--- config.mk ---
export PLATFORM = sky130hd
export DESIGN_NAME = sgnl_debounce_flat
export DESIGN_NICKNAME = d
export VERILOG_FILES = /design/src/rtl/sgnl_debounce_if.sv /design/src/rtl/sgnl_debounce.sv /design/src/flat_wrapper.sv
export SDC_FILE = /design/constraint.sdc
export NUM_CORES = 1
export LEC_CHECK = 0
export ABC_AREA = 1
export CELL_PAD_IN_SITES_DETAIL_PLACEMENT = 1
export CELL_PAD_IN_SITES_GLOBAL_PLACEMENT = 2
export CORE_UTILIZATION = 32
export DETAILED_ROUTE_END_ITERATION = 6
export PLACE_DENSITY = 0.87
export SLEW_MARGIN = 10
export SYNTH_ARGS = -nofsm -noshare
export SYNTH_HDL_FRONTEND = slang
export SYNTH_SLANG_ARGS = --single-unit
--- constraint.sdc ---
create_clock -name i_clk -period 3.15 [get_ports i_clk]
set_clock_uncertainty 0.05 [all_clocks]
set_input_delay 0.63 -clock i_clk [delete_from_list [all_inputs] [get_ports i_clk]]
set_output_delay 0.63 -clock i_clk [all_outputs]
set_load 0.005 [all_outputs]
--- src/rtl/sgnl_debounce_if.sv ---
// sgnl_debounce_if: signal bundle between a raw input source and the debouncer.
// The master drives the raw level and clear; the slave returns the clean level.
interface sgnl_debounce_if #(
   parameter int p_glitch_width = 8
);
   logic                      i_sgnl;
   logic                      i_glitch_clr;
   logic                      o_sgnl;
   logic                      o_rise;
   logic                      o_fall;
   logic [p_glitch_width-1:0] o_glitch_cnt;

   modport master (
      output i_sgnl,
      output i_glitch_clr,
      input  o_sgnl,
      input  o_rise,
      input  o_fall,
      input  o_glitch_cnt
   );

   modport slave (
      input  i_sgnl,
      input  i_glitch_clr,
      output o_sgnl,
      output o_rise,
      output o_fall,
      output o_glitch_cnt
   );
endinterface

--- src/rtl/sgnl_debounce.sv ---
// sgnl_debounce: synchronises a raw bouncing input and qualifies level changes.
// Emits a clean level, edge pulses and a saturating rejected-glitch count.
module sgnl_debounce #(
   parameter int p_sync_stages     = 2,
   parameter int p_debounce_cycles = 16,
   parameter int p_glitch_width    = 8
) (
   input  logic             i_clk,
   input  logic             i_rst,
   sgnl_debounce_if.slave   bus
);
   localparam int CW = $clog2(p_debounce_cycles);
   localparam logic [CW-1:0] CNT_LAST =
      CW'(p_debounce_cycles - 1);
   localparam logic [CW-1:0] CNT_ONE = CW'(1);

   typedef enum logic [1:0] {
      S_LOW      = 2'd0,
      S_RISE_CHK = 2'd1,
      S_HIGH     = 2'd2,
      S_FALL_CHK = 2'd3
   } state_t;

   logic [p_sync_stages-1:0]  sync_q;
   logic                      syn;
   state_t                    state;
   logic [CW-1:0]             cnt;
   logic                      sgnl_q;
   logic                      rise_q;
   logic                      fall_q;
   logic                      glitch_evt;
   logic [p_glitch_width-1:0] glitch_cnt;

   assign syn = sync_q[p_sync_stages-1];

   // A candidate level that reverts before qualifying is a glitch.
   assign glitch_evt = ((state == S_RISE_CHK) && !syn) ||
                       ((state == S_FALL_CHK) &&  syn);

   // Shift the raw input through the synchroniser chain.
   always_ff @(posedge i_clk or negedge i_rst) begin
      if (!i_rst) begin
         sync_q <= '0;
      end else begin
         sync_q <= {sync_q[p_sync_stages-2:0], bus.i_sgnl};
      end
   end

   // Qualify level changes; outputs are registered alongside the state.
   always_ff @(posedge i_clk or negedge i_rst) begin
      if (!i_rst) begin
         state  <= S_LOW;
         cnt    <= '0;
         sgnl_q <= 1'b0;
         rise_q <= 1'b0;
         fall_q <= 1'b0;
      end else begin
         rise_q <= 1'b0;
         fall_q <= 1'b0;
         unique case (state)
            S_LOW: begin
               if (syn) begin
                  state <= S_RISE_CHK;
                  cnt   <= CNT_ONE;
               end
            end
            S_RISE_CHK: begin
               if (!syn) begin
                  state <= S_LOW;
                  cnt   <= '0;
               end else if (cnt == CNT_LAST) begin
                  state  <= S_HIGH;
                  cnt    <= '0;
                  sgnl_q <= 1'b1;
                  rise_q <= 1'b1;
               end else begin
                  cnt <= cnt + 1'b1;
               end
            end
            S_HIGH: begin
               if (!syn) begin
                  state <= S_FALL_CHK;
                  cnt   <= CNT_ONE;
               end
            end
            S_FALL_CHK: begin
               if (syn) begin
                  state <= S_HIGH;
                  cnt   <= '0;
               end else if (cnt == CNT_LAST) begin
                  state  <= S_LOW;
                  cnt    <= '0;
                  sgnl_q <= 1'b0;
                  fall_q <= 1'b1;
               end else begin
                  cnt <= cnt + 1'b1;
               end
            end
            default: begin
               state <= S_LOW;
               cnt   <= '0;
            end
         endcase
      end
   end

   // Count rejected glitches, saturating; clear wins over a new event.
   always_ff @(posedge i_clk or negedge i_rst) begin
      if (!i_rst) begin
         glitch_cnt <= '0;
      end else if (bus.i_glitch_clr) begin
         glitch_cnt <= '0;
      end else if (glitch_evt && (glitch_cnt != '1)) begin
         glitch_cnt <= glitch_cnt + 1'b1;
      end
   end

   assign bus.o_sgnl       = sgnl_q;
   assign bus.o_rise       = rise_q;
   assign bus.o_fall       = fall_q;
   assign bus.o_glitch_cnt = glitch_cnt;
endmodule

--- src/flat_wrapper.sv ---
// flat-port wrapper written by rule: the top's interface ports become plain ports
module sgnl_debounce_flat 
#(
   parameter int p_sync_stages     = 2,
   parameter int p_debounce_cycles = 16,
   parameter int p_glitch_width    = 8
)
  (i_clk, i_rst, bus_i_sgnl, bus_i_glitch_clr, bus_o_sgnl, bus_o_rise, bus_o_fall, bus_o_glitch_cnt);
  sgnl_debounce_if #(.p_glitch_width(p_glitch_width)) bus_i ();
  input  logic i_clk;
  input  logic i_rst;
  input wire logic [$bits(bus_i.i_sgnl)-1:0] bus_i_sgnl;
  input wire logic [$bits(bus_i.i_glitch_clr)-1:0] bus_i_glitch_clr;
  output wire logic [$bits(bus_i.o_sgnl)-1:0] bus_o_sgnl;
  output wire logic [$bits(bus_i.o_rise)-1:0] bus_o_rise;
  output wire logic [$bits(bus_i.o_fall)-1:0] bus_o_fall;
  output wire logic [$bits(bus_i.o_glitch_cnt)-1:0] bus_o_glitch_cnt;
  assign bus_i.i_sgnl = bus_i_sgnl;
  assign bus_i.i_glitch_clr = bus_i_glitch_clr;
  assign bus_o_sgnl = bus_i.o_sgnl;
  assign bus_o_rise = bus_i.o_rise;
  assign bus_o_fall = bus_i.o_fall;
  assign bus_o_glitch_cnt = bus_i.o_glitch_cnt;
  sgnl_debounce #(.p_sync_stages(p_sync_stages), .p_debounce_cycles(p_debounce_cycles), .p_glitch_width(p_glitch_width)) u_core (.i_clk(i_clk), .i_rst(i_rst), .bus(bus_i));
endmodule
Word level (Yosys, flattened, before mapping)
Index checks and enable logic that the tools add are counted.

Bits of input ports: 4. Word-level logic and storage cells: 58. Output and inout port bits: 11. Flip-flop bits (word level): 19.

Add/subtract/negate cells: 2. Reductions and logical operators: 11. Muxes and demuxes: 25. Equality and inequality tests: 13.

Operator list (number): $mux W4 (5); $mux W8 (2); $pmux W4 S4 (1); $mux W2 (6); $mux W1 (9); $add A8 B1 Y8 const B (1); $ne A2 B2 Y1 const B (4); $ne A8 B8 Y1 const B (1); $pmux W2 S4 (1); $reduce_and A5 Y1 (1); $add A4 B1 Y4 const B (1); $eq A2 B2 Y1 const B (2); $eq A4 B4 Y1 const B (1); $ne A2 B1 Y1 const B (2); $reduce_and A4 Y1 (1); $reduce_bool A2 Y1 (2); $logic_and A1 B1 Y1 (3); $ne A3 B2 Y1 const B (1); $ne A3 B3 Y1 const B (1); $eq A2 B1 Y1 const B (1); $logic_not A2 Y1 (1); $pmux W1 S2 (1); $reduce_and A2 Y1 (1); $logic_not A1 Y1 (1); $logic_or A1 B1 Y1 (1).

Logic depth before layout (Yosys ltp)
Gate-level depths: netlist of run 1.

Depth in word-level cells: 6. Gate-level depth with buffers: 9. Mapped depth without buffers: 9.

Worst setup path before layout of run 1
Ideal clock, no wire load.

Kind: reg-to-reg. From: register u_core.glitch_cnt[0], in the netlist u_core.bus.o_glitch_cnt[0]. To: register u_core.glitch_cnt[2], in the netlist u_core.bus.o_glitch_cnt[2]. Cell stages (with the launch flop): 10. Slack: 1887 ps. Path buffers: 0. Data required time: 2982 ps. Library setup time: 118 ps. Data arrival time: 1095 ps. Period minus slack after synthesis: 1263 ps. Cells stage by stage: dfrtp_1 -> ha_1 -> nand2_1 -> nor2_1 -> nand2_1 -> nand2_2 -> nand2_2 -> inv_2 -> nand2_1 -> nand2_1.

Cells in the longest elaborated chain, start to end: 3. Elaborated cells between the ends (all ways): 6. Those cells by class: 1 x add/sub; 1 x eq/ne; 2 x mux; 2 x reduce/logical.

RTL lines: start: declaration (RTL line sgnl_debounce.sv:32) `logic [p_glitch_width-1:0] glitch_cnt;`; start signal: assignment (RTL line sgnl_debounce.sv:114) `glitch_cnt <= glitch_cnt + 1'b1;`; $add A8 B1 Y8 / $ne A8 B8 Y1 (equally long branches) (RTL line sgnl_debounce.sv:114, sgnl_debounce.sv:113); $mux W8 / $logic_and A1 B1 Y1 (equally long branches) (RTL line sgnl_debounce.sv:113) `end else if (glitch_evt && (glitch_cnt != '1)) begin`; $mux W8 / $reduce_bool A2 Y1 (equally long branches).

Parallel ways exist; a longest one is shown, timed or not. The select of a mux whose other input is x is not followed. A chain may end at the register's enable or synchronous reset.

Worst setup path in the final report of run 1
From: register u_core.glitch_cnt[3], in the netlist u_core.bus.o_glitch_cnt[3]. To: output bus_o_glitch_cnt[3].

RTL lines: end: declaration (RTL line flat_wrapper.sv:17) `output wire logic [$bits(bus_i.o_glitch_cnt)-1:0] bus_o_glitch_cnt;`.

No word-level cell between the ends.

==> results of run 1 <==
layer usage:
metal / track usage, % / vias to the layer above / wire (µm)
met4: 3.83 / 0 / 13
met2: 27.5 / 14 / 994
met3: 4.42 / 2 / 74
li1: - / 405 / -
met1: 20.7 / 382 / 1040
met5: 0 / - / 0
per-stage QoR:
| stage | instances | hold slack [ns] | cell area, µm² |
|---|---|---|---|
| finish | 164 | 0.335 | 1130 |
| global route | 164 | 0.362 | 1130 |
| CTS | 164 | 0.337 | 1130 |
| detailed placement | 160 | 0.308 | 1110 |
| global placement | 160 | 0.283 | 1110 |
| floorplan | 115 | 0.281 | 927 |
power by group:
part / switching [W] / leakage, nW / internal, W
Sequential: 0.00000913 / 0.254 / 0.000252
Clock: 0.0000809 / 0.0177 / 0.0000473
Combinational: 0.0000222 / 0.260 / 0.0000144
cells in the final DEF, fill, tap and decap left out, types with 2 or more instances in the layout:
cell type and count:
clkbuf_4 3, clkdlybuf4s50_1 14, dfrtp_1 19, ha_1 2
inv_1 10, inv_2 2, nand2_1 35, nand2_2 2
nand3_1 15, nand4_1 4, nor2_1 12, o21ai_0 5
xor2_1 3
how the worst min path moves through the flow:
stage                                          start                          to  slack, ns  cells after the start
final                     u_core.sync_q[0]$_DFF_PN0_  u_core.sync_q[1]$_DFF_PN0_       0.34                      0
after global routing      u_core.sync_q[0]$_DFF_PN0_  u_core.sync_q[1]$_DFF_PN0_       0.36                      0
after CTS                 u_core.sync_q[0]$_DFF_PN0_  u_core.sync_q[1]$_DFF_PN0_       0.34                      0
after detailed placement  u_core.sync_q[0]$_DFF_PN0_  u_core.sync_q[1]$_DFF_PN0_       0.31                      0
after global placement    u_core.sync_q[0]$_DFF_PN0_  u_core.sync_q[1]$_DFF_PN0_       0.28                      0
after floorplan                                i_rst  asynchronous set/reset pin       0.28                      0
sequential cells by signal (all words and copies together), names as in the netlist, named ones only:
signal,flops
u_core.bus.o_glitch_cnt,8
u_core.bus.o_rise,1
u_core.bus.o_fall,1
u_core.cnt,4
u_core.bus.o_sgnl,1
u_core.state,1
u_core.sync_q,2
final cells by class:
cell class	count	share of cell area, %
Timing Repair Buffer	14	12.4
Tap cell	31	3.42
Inverter	12	3.97
Clock inverter	1	0.442
Multi-Input combinational cell	84	35.9
Sequential cell	19	41.9
Clock buffer	3	1.99
cells by family after synthesis:
group | synth area share, %
compound gates | 4.86
xor+xnor | 3.78
fa+ha+maj | 2.70
buf+inv | 4.86
flops | 51.3
simple gates | 32.5
==> flow_summary.ini, run 1 <==
[final_layout]
final.fill_count = 330
areaGrowthSynthToFinish_pct = 22.3
drive_gt1_share_pct = 7.52
final-seq-area_um2 = 475
area_of_the_multi_input_gates_um2 = 407
post-route-util_pct = 41.1
num_antenna_cells = 0
design.final.nets = 140

[logic_synthesis]
synth.largest_area_cell = dfrtp_1
synth_cell_type_count = 17
synthFlopType = dfrtp_1
netlist_area_before_placement_um2 = 927
yosysWarningCount = 0
ys_ff_latch = 19
netlist.area_leader.share_pct = 51.3
synth.net_count = 121
synth.avg_cell_area_um2 = 8.06
synthesis.instances = 115
count_of_flip_flops_with_a_built_in_enable_after_synthesis = 0
synth_commonest_cells = nand2_1 (35), dfrtp_1 (19), nand3_1 (15), nor2_1 (12), inv_1 (10)
yosysMostFrequentCell = nand2_1
synth_top_cells_by_area = dfrtp_1 (51%), nand2_1 (14%), nand3_1 (8.1%), nor2_1 (4.9%), inv_1 (4.0%)
synth.yosys.seq_area_share_pct = 51.3
async_flop_share_pct = 100

[place]
gp_congestion = 0.756
post-dp-hpwl_um = 1570
port_buffers = 14
post-place-ws_ns = 1.31

[pwr]
vdd.ir_drop.worst_mv = 0.299
p_per_area_mw_per_mm2 = 375
total_power_w = 0.000425
power.static_leakage_nw = 0.532

[cts]
clk-insertion-delay-late_ns = 0.30
cts_num_sinks = 19
cts_hold_repair.buffers = 0
cts.repair_timing.setup_buffer_count = 0
cts_repair_resized_insts = 0
clk_path_buf_depth = 2
clockRootBuffer = clkbuf_4
cts_made_buffers = 3
cts_tree = built
clkTransAtPathRegs_ns = 0.12
htreeDepth = 1

[global_routing]
grt_pass1_wl_um = 3980
number_of_antenna_violations_at_the_first_check_in_global_routing = 0
grt.overflow.total = 0
groute.usage.overall_pct = 16.2
first_global_vias = 844
largest_net_degree_at_the_start_of_global_routing = 20

[setup_path]
worst-path-stages = 1
worst-r2r-setup-slack_ns = 1.68
worst_path_dominant_cell_family = buffers and inverters
worst-endpoint-arrival_ns = 1.33
worst_path_cell_trace = clkdlybuf4s50_1
timing_worst_setup_path_type = reg -> out
cp_slowest_cell = clkdlybuf4s50_1
cp_num_buf_inv = 1
crit_end = bus_o_glitch_cnt[3]
timing.critical_path.slowest_cell_delay_ns = 0.54
r2r_end = u_core.bus.o_glitch_cnt[6]$_DFFE_PN0P_
cp.required_ns = 2.47
startpoint = u_core.bus.o_glitch_cnt[3]$_DFFE_PN0P_
timing.critical_path.from_type = flop
reg2reg_depth = 9
critical_path_peak_fanout = 6
worstSetupEndpointType = output pin
crit-reg2reg-launch = u_core.bus.o_glitch_cnt[0]$_DFFE_PN0P_

[floorplanning]
fp-row-count = 19
io_pins = 15
effective_utilization_at_floorplan_pct = 33.6
core_area_mm2 = 0.00276
dieWidth_um = 55.8
die_area_mm2 = 0.00312
floorplan.die.height_um = 55.8

[routing]
totalWireLength_um = 2120
first_pass_iters = 4
via_per_inst = 4.90
antenna_violating_nets_post_route = 0
wl_per_cell_um = 12.9
remaining_drc_errors = 0
drt_iter0_drc = 23
detailroute.via_count = 803

[timing]
setup_viol = 0
final.min_clock_period_ns = 2.01
final_tns_setup_ns = 0
timing_hold_violations_final = 0
max_freq_ghz = 0.499
fin_crit_sh_pct = 63.7
max_slew_violation_total_from_the_final_report = 0
setup_slack_after_layout_ns = 1.14
unrepaired_setup_endpoints_after_global_routing = no
relSlewSlack_pct = 41.5
worst-slew-pin-transition_ns = 0.875

[run_status]
outcome = completed

[run]
drv.max_cap_violation_count = 0

[min_path]
min_path_type = reg -> reg
Power figures use the tool's default switching activity.
==> inputs of run 2 (changes only) <==
--- a/config.mk
+++ b/config.mk
@@ -8,9 +8,9 @@
 export ABC_AREA = 1
 export CELL_PAD_IN_SITES_DETAIL_PLACEMENT = 1
 export CELL_PAD_IN_SITES_GLOBAL_PLACEMENT = 2
-export CORE_UTILIZATION = 32
+export CORE_UTILIZATION = 30
 export DETAILED_ROUTE_END_ITERATION = 6
-export PLACE_DENSITY = 0.87
+export PLACE_DENSITY = 0.83
 export SLEW_MARGIN = 10
 export SYNTH_ARGS = -nofsm -noshare
 export SYNTH_HDL_FRONTEND = slang
==> constraint.sdc (replaced) <==
create_clock -name i_clk -period 2 [get_ports i_clk]
set_clock_uncertainty 0.05 [all_clocks]
set_input_delay 0.4 -clock i_clk [delete_from_list [all_inputs] [get_ports i_clk]]
set_output_delay 0.4 -clock i_clk [all_outputs]
set_load 0.005 [all_outputs]
==> flow_summary.ini, run 2 (same netlist as run 1, synthesis figures left out) <==
[run_status]
outcome = completed

[global_routing]
global_route.peak_usage_layer = met2
use_met2_pct = 23.4
first_global_vias = 811
grt_pass1_wl_um = 3640
met3_usage_pct = 2.72
grt.overflow.total = 0
number_of_antenna_violations_at_the_first_check_in_global_routing = 0
gr-usage-met1_pct = 19.7
groute.usage.overall_pct = 14.5
largest_net_degree_at_the_start_of_global_routing = 20

[setup_path]
r2r_end = u_core.bus.o_glitch_cnt[7]$_DFFE_PN0P_
cp_num_buf_inv = 1
timing_worst_setup_path_type = reg -> out
crit-reg2reg-launch = u_core.bus.o_glitch_cnt[0]$_DFFE_PN0P_
worst-r2r-setup-slack_ns = 0.53
timing.critical_path.from_type = flop
worstSetupEndpointType = output pin
cp.required_ns = 1.55
worst-endpoint-arrival_ns = 1.31
worst_path_cell_trace = clkdlybuf4s50_1
worst_path_dominant_cell_family = buffers and inverters
critical_path_peak_fanout = 6
timing.critical_path.slowest_cell_delay_ns = 0.54
reg2reg_depth = 9
cp_slowest_cell = clkdlybuf4s50_1

[place]
port_buffers = 14
post-place-ws_ns = 0.468
placement.cell_area_mm2 = 0.00111
post-dp-hpwl_um = 1630
gp_congestion = 0.792

[pwr]
power.static_leakage_nw = 0.534
p_per_area_mw_per_mm2 = 574
vdd.ir_drop.worst_mv = 0.320

[timing]
setup_viol = 0
timing_hold_violations_final = 0
relSlewSlack_pct = 83.7
fin_crit_sh_pct = 88.1
max_slew_violation_total_from_the_final_report = 0
final.min_clock_period_ns = 1.76
max_freq_ghz = 0.568
worst-slew-pin-transition_ns = 0.245
unrepaired_setup_endpoints_after_global_routing = no
final_tns_setup_ns = 0
setup_slack_after_layout_ns = 0.238

[final_layout]
design.final.nets = 141
layout.cells.most_common = nand2_1
areaGrowthSynthToFinish_pct = 22.9
largest_register_ff_count = 8
num_antenna_cells = 0
layout.cells.most_common_list = nand2_1 (35), dfrtp_1 (19), nand3_1 (15)
final_design_area_no_fill_mm2 = 0.00114
drive_gt1_share_pct = 7.46

[floorplanning]
fp-row-count = 19
core_area_mm2 = 0.00285
dieWidth_um = 57.6
effective_utilization_at_floorplan_pct = 32.5
die_area_mm2 = 0.00332
floorplan.die.height_um = 57.6
io_pins = 15

[cts]
clk-insertion-delay-late_ns = 0.28
cts_tree = built
cts.repair_timing.setup_buffer_count = 0
clk_path_buf_depth = 2
cts_num_sinks = 19
cts_repair_resized_insts = 0
htreeDepth = 1
cts_made_buffers = 3
clockRootBuffer = clkbuf_4
clkTransAtPathRegs_ns = 0.10
cts_hold_repair.buffers = 0

[routing]
remaining_drc_errors = 0
first_pass_iters = 4
drt_iter0_drc = 29
via_per_inst = 4.88
wl_per_cell_um = 12.4
totalWireLength_um = 2040
detailroute.via_count = 805
antenna_violating_nets_post_route = 0

[run]
drv.max_cap_violation_count = 0

[min_path]
worstHoldStart = u_core.sync_q[0]$_DFF_PN0_
min_to = u_core.sync_q[1]$_DFF_PN0_
holdPathStages = 0
min_path_type = reg -> reg
-- run 2: cell types whose count changed in the layout (fill, tap and decap cells not counted) --
cell and delta:
clkbuf_1 +1, buf_4 +1, clkinv_2 -1
-- run 2: how the worst max path moves through the flow --
| stage | slack [ns] | depth (start not counted) | to | start |
|---|---|---|---|---|
| 3_5_place_dp | 0.47 | 6 | u_core.bus.o_glitch_cnt[7]$_DFFE_PN0P_ | bus_i_glitch_clr |
| 3_3_place_gp | 0.49 | 6 | u_core.bus.o_glitch_cnt[7]$_DFFE_PN0P_ | bus_i_glitch_clr |
| 4_1_cts | 0.21 | 1 | bus_o_glitch_cnt[3] | u_core.bus.o_glitch_cnt[3]$_DFFE_PN0P_ |
| 5_1_grt | 0.17 | 1 | bus_o_glitch_cnt[3] | u_core.bus.o_glitch_cnt[3]$_DFFE_PN0P_ |
| 2_1_floorplan | 0.74 | 9 | u_core.bus.o_glitch_cnt[2]$_DFFE_PN0P_ | u_core.bus.o_glitch_cnt[0]$_DFFE_PN0P_ |
| 6_report | 0.24 | 1 | bus_o_glitch_cnt[3] | u_core.bus.o_glitch_cnt[3]$_DFFE_PN0P_ |
-- run 2: stage by stage --
stage                     util, %  cells  power, W  hold slack [ns]
final                        40.0    165  0.000654            0.314
after CTS                    40.0    165  0.000668            0.317
after global routing         40.0    165  0.000692            0.320
after global placement       39.0    161  0.000475            0.287
after floorplan                 -    115  0.000446           0.0544
after detailed placement     39.0    161  0.000477            0.294
-- run 2: routing by layer --
layer | up-vias | routed length, µm
li1 | 409 | -
met1 | 380 | 1020
met2 | 14 | 936
met3 | 2 | 65
met4 | 0 | 17
met5 | - | 0
-- run 2: final cells by class --
class,instances,area (µm²)
Clock buffer,4,26.3
Fill cell,374,1710
Inverter,12,45.0
Multi-Input combinational cell,84,407
Sequential cell,19,475
Tap cell,31,38.8
Timing Repair Buffer,15,148
-- run 2: power breakdown --
| part | internal [W] | switching [W] | total, W |
|---|---|---|---|
| logic | 0.0000242 | 0.0000341 | 0.0000583 |
| clock network | 0.0000774 | 0.000109 | 0.000186 |
| registers | 0.000396 | 0.0000135 | 0.000410 |
==> inputs of run 3 (changes only) <==
--- a/config.mk
+++ b/config.mk
@@ -5,12 +5,11 @@
 export SDC_FILE = /design/constraint.sdc
 export NUM_CORES = 1
 export LEC_CHECK = 0
-export ABC_AREA = 1
 export CELL_PAD_IN_SITES_DETAIL_PLACEMENT = 1
 export CELL_PAD_IN_SITES_GLOBAL_PLACEMENT = 2
-export CORE_UTILIZATION = 30
+export CORE_UTILIZATION = 28
 export DETAILED_ROUTE_END_ITERATION = 6
-export PLACE_DENSITY = 0.83
+export PLACE_DENSITY = 0.77
 export SLEW_MARGIN = 10
 export SYNTH_ARGS = -nofsm -noshare
 export SYNTH_HDL_FRONTEND = slang
==> constraint.sdc (replaced) <==
create_clock -name i_clk -period 1.6 [get_ports i_clk]
set_clock_uncertainty 0.05 [all_clocks]
set_input_delay 0.32 -clock i_clk [delete_from_list [all_inputs] [get_ports i_clk]]
set_output_delay 0.32 -clock i_clk [all_outputs]
set_load 0.005 [all_outputs]
==> flow_summary.ini, run 3 <==
[routing]
totalWireLength_um = 2270
first_pass_iters = 5
detailroute.via_count = 802
remaining_drc_errors = 3
antenna_violating_nets_post_route = 0
wl_per_cell_um = 14.4
via_per_inst = 5.08
drt_iter0_drc = 13

[setup_path]
worst-endpoint-arrival_ns = 1.93
worstSetupEndpointType = flop
timing.critical_path.from_type = flop
crit-reg2reg-launch = u_core.bus.o_glitch_cnt[1]$_DFFE_PN0P_
reg2reg_depth = 5
crit_end = u_core.bus.o_glitch_cnt[6]$_DFFE_PN0P_
timing.critical_path.slowest_cell_delay_ns = 0.52
startpoint = u_core.bus.o_glitch_cnt[1]$_DFFE_PN0P_
worst-r2r-setup-slack_ns = -0.15
cp.required_ns = 1.78
r2r_end = u_core.bus.o_glitch_cnt[6]$_DFFE_PN0P_
critical_path_peak_fanout = 2
worst_path_cell_trace = ha_2, nand3_2, or4b_4, or3_4, a21oi_2
cp_slowest_cell = or4b_4
timing_worst_setup_path_type = reg -> reg

[timing]
max_slew_violation_total_from_the_final_report = 0
worst-slew-pin-transition_ns = 0.358
unrepaired_setup_endpoints_after_global_routing = yes
timing_hold_violations_final = 0
final_tns_setup_ns = -0.517
fin_crit_sh_pct = 109
max_freq_ghz = 0.572
setup_slack_after_layout_ns = -0.147
final.min_clock_period_ns = 1.75
relSlewSlack_pct = 76.1
hold_slack_ns = 0.297
setup_viol = 7

[pwr]
power.static_leakage_nw = 0.645
p_per_area_mw_per_mm2 = 645
seq_power_share_pct = 59.8
power.switching_fraction_pct = 25.5
vdd.ir_drop.worst_mv = 0.363
switching_power_w = 0.000218
power.share.combinational_pct = 11.8
p_int_w = 0.000637
clock_power_share_pct = 28.4

[global_routing]
grt.overflow.total = 0
number_of_antenna_violations_at_the_first_check_in_global_routing = 0
grt_pass1_wl_um = 3590
groute.usage.overall_pct = 14.5
first_global_vias = 792
largest_net_degree_at_the_start_of_global_routing = 20

[min_path]
min_path_type = in -> async

[final_layout]
drive_gt1_share_pct = 33.1
final-seq-area_um2 = 475
stdcell_count = 158
design.final.nets = 134
post-route-util_pct = 46.8
areaGrowthSynthToFinish_pct = 53.3
num_antenna_cells = 0
layout.cells.most_common = buf_4
final_design_area_no_fill_mm2 = 0.00132
area_of_the_multi_input_gates_um2 = 433
final.fill_count = 323
largest_register_ff_count = 8
layout.cells.most_common_list = buf_4 (25), dfrtp_1 (19), nor2_1 (11)

[cts]
clk-insertion-delay-late_ns = 0.29
cts_num_sinks = 19
htreeDepth = 1
cts_made_buffers = 3
cts_hold_repair.buffers = 0
clkTransAtPathRegs_ns = 0.11
clk_path_buf_depth = 2
cts_tree = built
clockRootBuffer = clkbuf_4

[floorplanning]
floorplan.die.height_um = 57.5
core_area_mm2 = 0.00283
effective_utilization_at_floorplan_pct = 30.5
io_pins = 15
dieWidth_um = 57.5
fp-row-count = 19
die_area_mm2 = 0.00331

[place]
gp_congestion = 0.735
placed_cells_incl_taps = 147
port_buffers = 14
post-dp-hpwl_um = 1550
placement.cell_area_mm2 = 0.00120

[logic_synthesis]
synth_top_cells_by_area = dfrtp_1 (55%), xor2_1 (5.1%), nor2_1 (4.8%), o21ai_0 (4.1%), nand2_1 (3.5%)
synth.net_count = 90
synthesis.instances = 84
count_of_flip_flops_with_a_built_in_enable_after_synthesis = 0
synth_cell_type_count = 27
ys_ff_latch = 19
synthFlopType = dfrtp_1
synth_commonest_cells = dfrtp_1 (19), nor2_1 (11), nand2_1 (8), o21ai_0 (7), xor2_1 (5)
netlist_area_before_placement_um2 = 863
yosysWarningCount = 0
async_flop_share_pct = 100
synth.yosys.seq_area_share_pct = 55.1
synth.avg_cell_area_um2 = 10.3
synth.largest_area_cell = dfrtp_1
netlist.area_leader.share_pct = 55.1
yosysMostFrequentCell = dfrtp_1

[run]
drv.max_cap_violation_count = 0

[run_status]
violations = DRC, setup timing
outcome = finished with violations
run 3: changes by cell type after synthesis, sizes merged, moves of 2 or more:
cell / before / now
a21oi: 0 / 4
buf: 0 / 2
inv: 12 / 2
nand2: 37 / 8
nand3: 15 / 3
nor2: 13 / 11
o2111ai: 0 / 2
or3: 0 / 3
xor2: 3 / 5
run 3: metal layers:
| layer | track usage (%) | share of wire (%) | vias to the layer above |
|---|---|---|---|
| li1 | - | - | 386 |
| met1 | 18.1 | 46 | 402 |
| met2 | 24.4 | 50 | 12 |
| met3 | 4.08 | 3.4 | 2 |
| met4 | 4.18 | 1.3 | 0 |
| met5 | 0 | 0 | - |
run 3: logic make-up after synthesis:
family / Yosys count / synth area share (%)
simple gates: 33 / 19.1
buf+inv: 4 / 1.88
mux: 1 / 1.16
flops: 19 / 55.1
xor+xnor: 6 / 6.09
fa+ha+maj: 2 / 2.90
compound gates: 19 / 13.8
run 3: worst min-delay path by stage:
stage	startpoint	endpoint	slack [ns]	depth (start not counted)
4_1_cts	i_rst	u_core.bus.o_glitch_cnt[7]$_DFFE_PN0P_	0.29	2
5_1_grt	i_rst	u_core.bus.o_glitch_cnt[7]$_DFFE_PN0P_	0.30	2
3_3_place_gp	u_core.sync_q[0]$_DFF_PN0_	u_core.sync_q[1]$_DFF_PN0_	0.29	0
2_1_floorplan	i_rst	asynchronous set/reset pin	-0.03	0
3_5_place_dp	u_core.sync_q[0]$_DFF_PN0_	u_core.sync_q[1]$_DFF_PN0_	0.30	0
6_report	i_rst	u_core.bus.o_glitch_cnt[7]$_DFFE_PN0P_	0.30	2
run 3: area by class of cell:
cell class              instances  share of cell area, %
well taps                      31                   2.93
flip-flops and latches         19                   35.9
repair buffers                 41                   25.8
multi-input cells              61                   32.7
clock buffers                   3                   1.70
clock inverters                 1                  0.378
inverters                       2                  0.567
run 3: per-stage QoR:
step	worst slack (ns)	power [W]
finish	-0.147	0.000854
global route	-0.194	0.000899
CTS	-0.138	0.000875
detailed placement	-0.132	0.000620
global placement	-0.0639	0.000614
floorplan	-0.144	0.000563
run 3: power by group through the flow:
| stage | combinational, W | clock, W | sequential, W |
|---|---|---|---|
| 6_report | 0.000101 | 0.000243 | 0.000511 |
| 3_3_place_gp | 0.0000958 | 0 | 0.000518 |
| 4_1_cts | 0.000102 | 0.000262 | 0.000511 |
| 2_1_floorplan | 0.0000444 | 0 | 0.000519 |
| 5_1_grt | 0.000115 | 0.000271 | 0.000513 |
| 3_5_place_dp | 0.0000997 | 0 | 0.000520 |
run 3: repair_timing:
item	4_1_cts	5_1_grt
setup endpoints to repair	12	7
resized for setup	14	6
pin swaps	5	3
setup buffers	3	4
run 3: worst max-delay path, delay by kind of cell (launching register included):
family | cells | cell delay (ns)
compound gates | 1 | 0.11
fa+ha+maj | 1 | 0.20
flops | 1 | 0.38
simple gates | 3 | 0.94
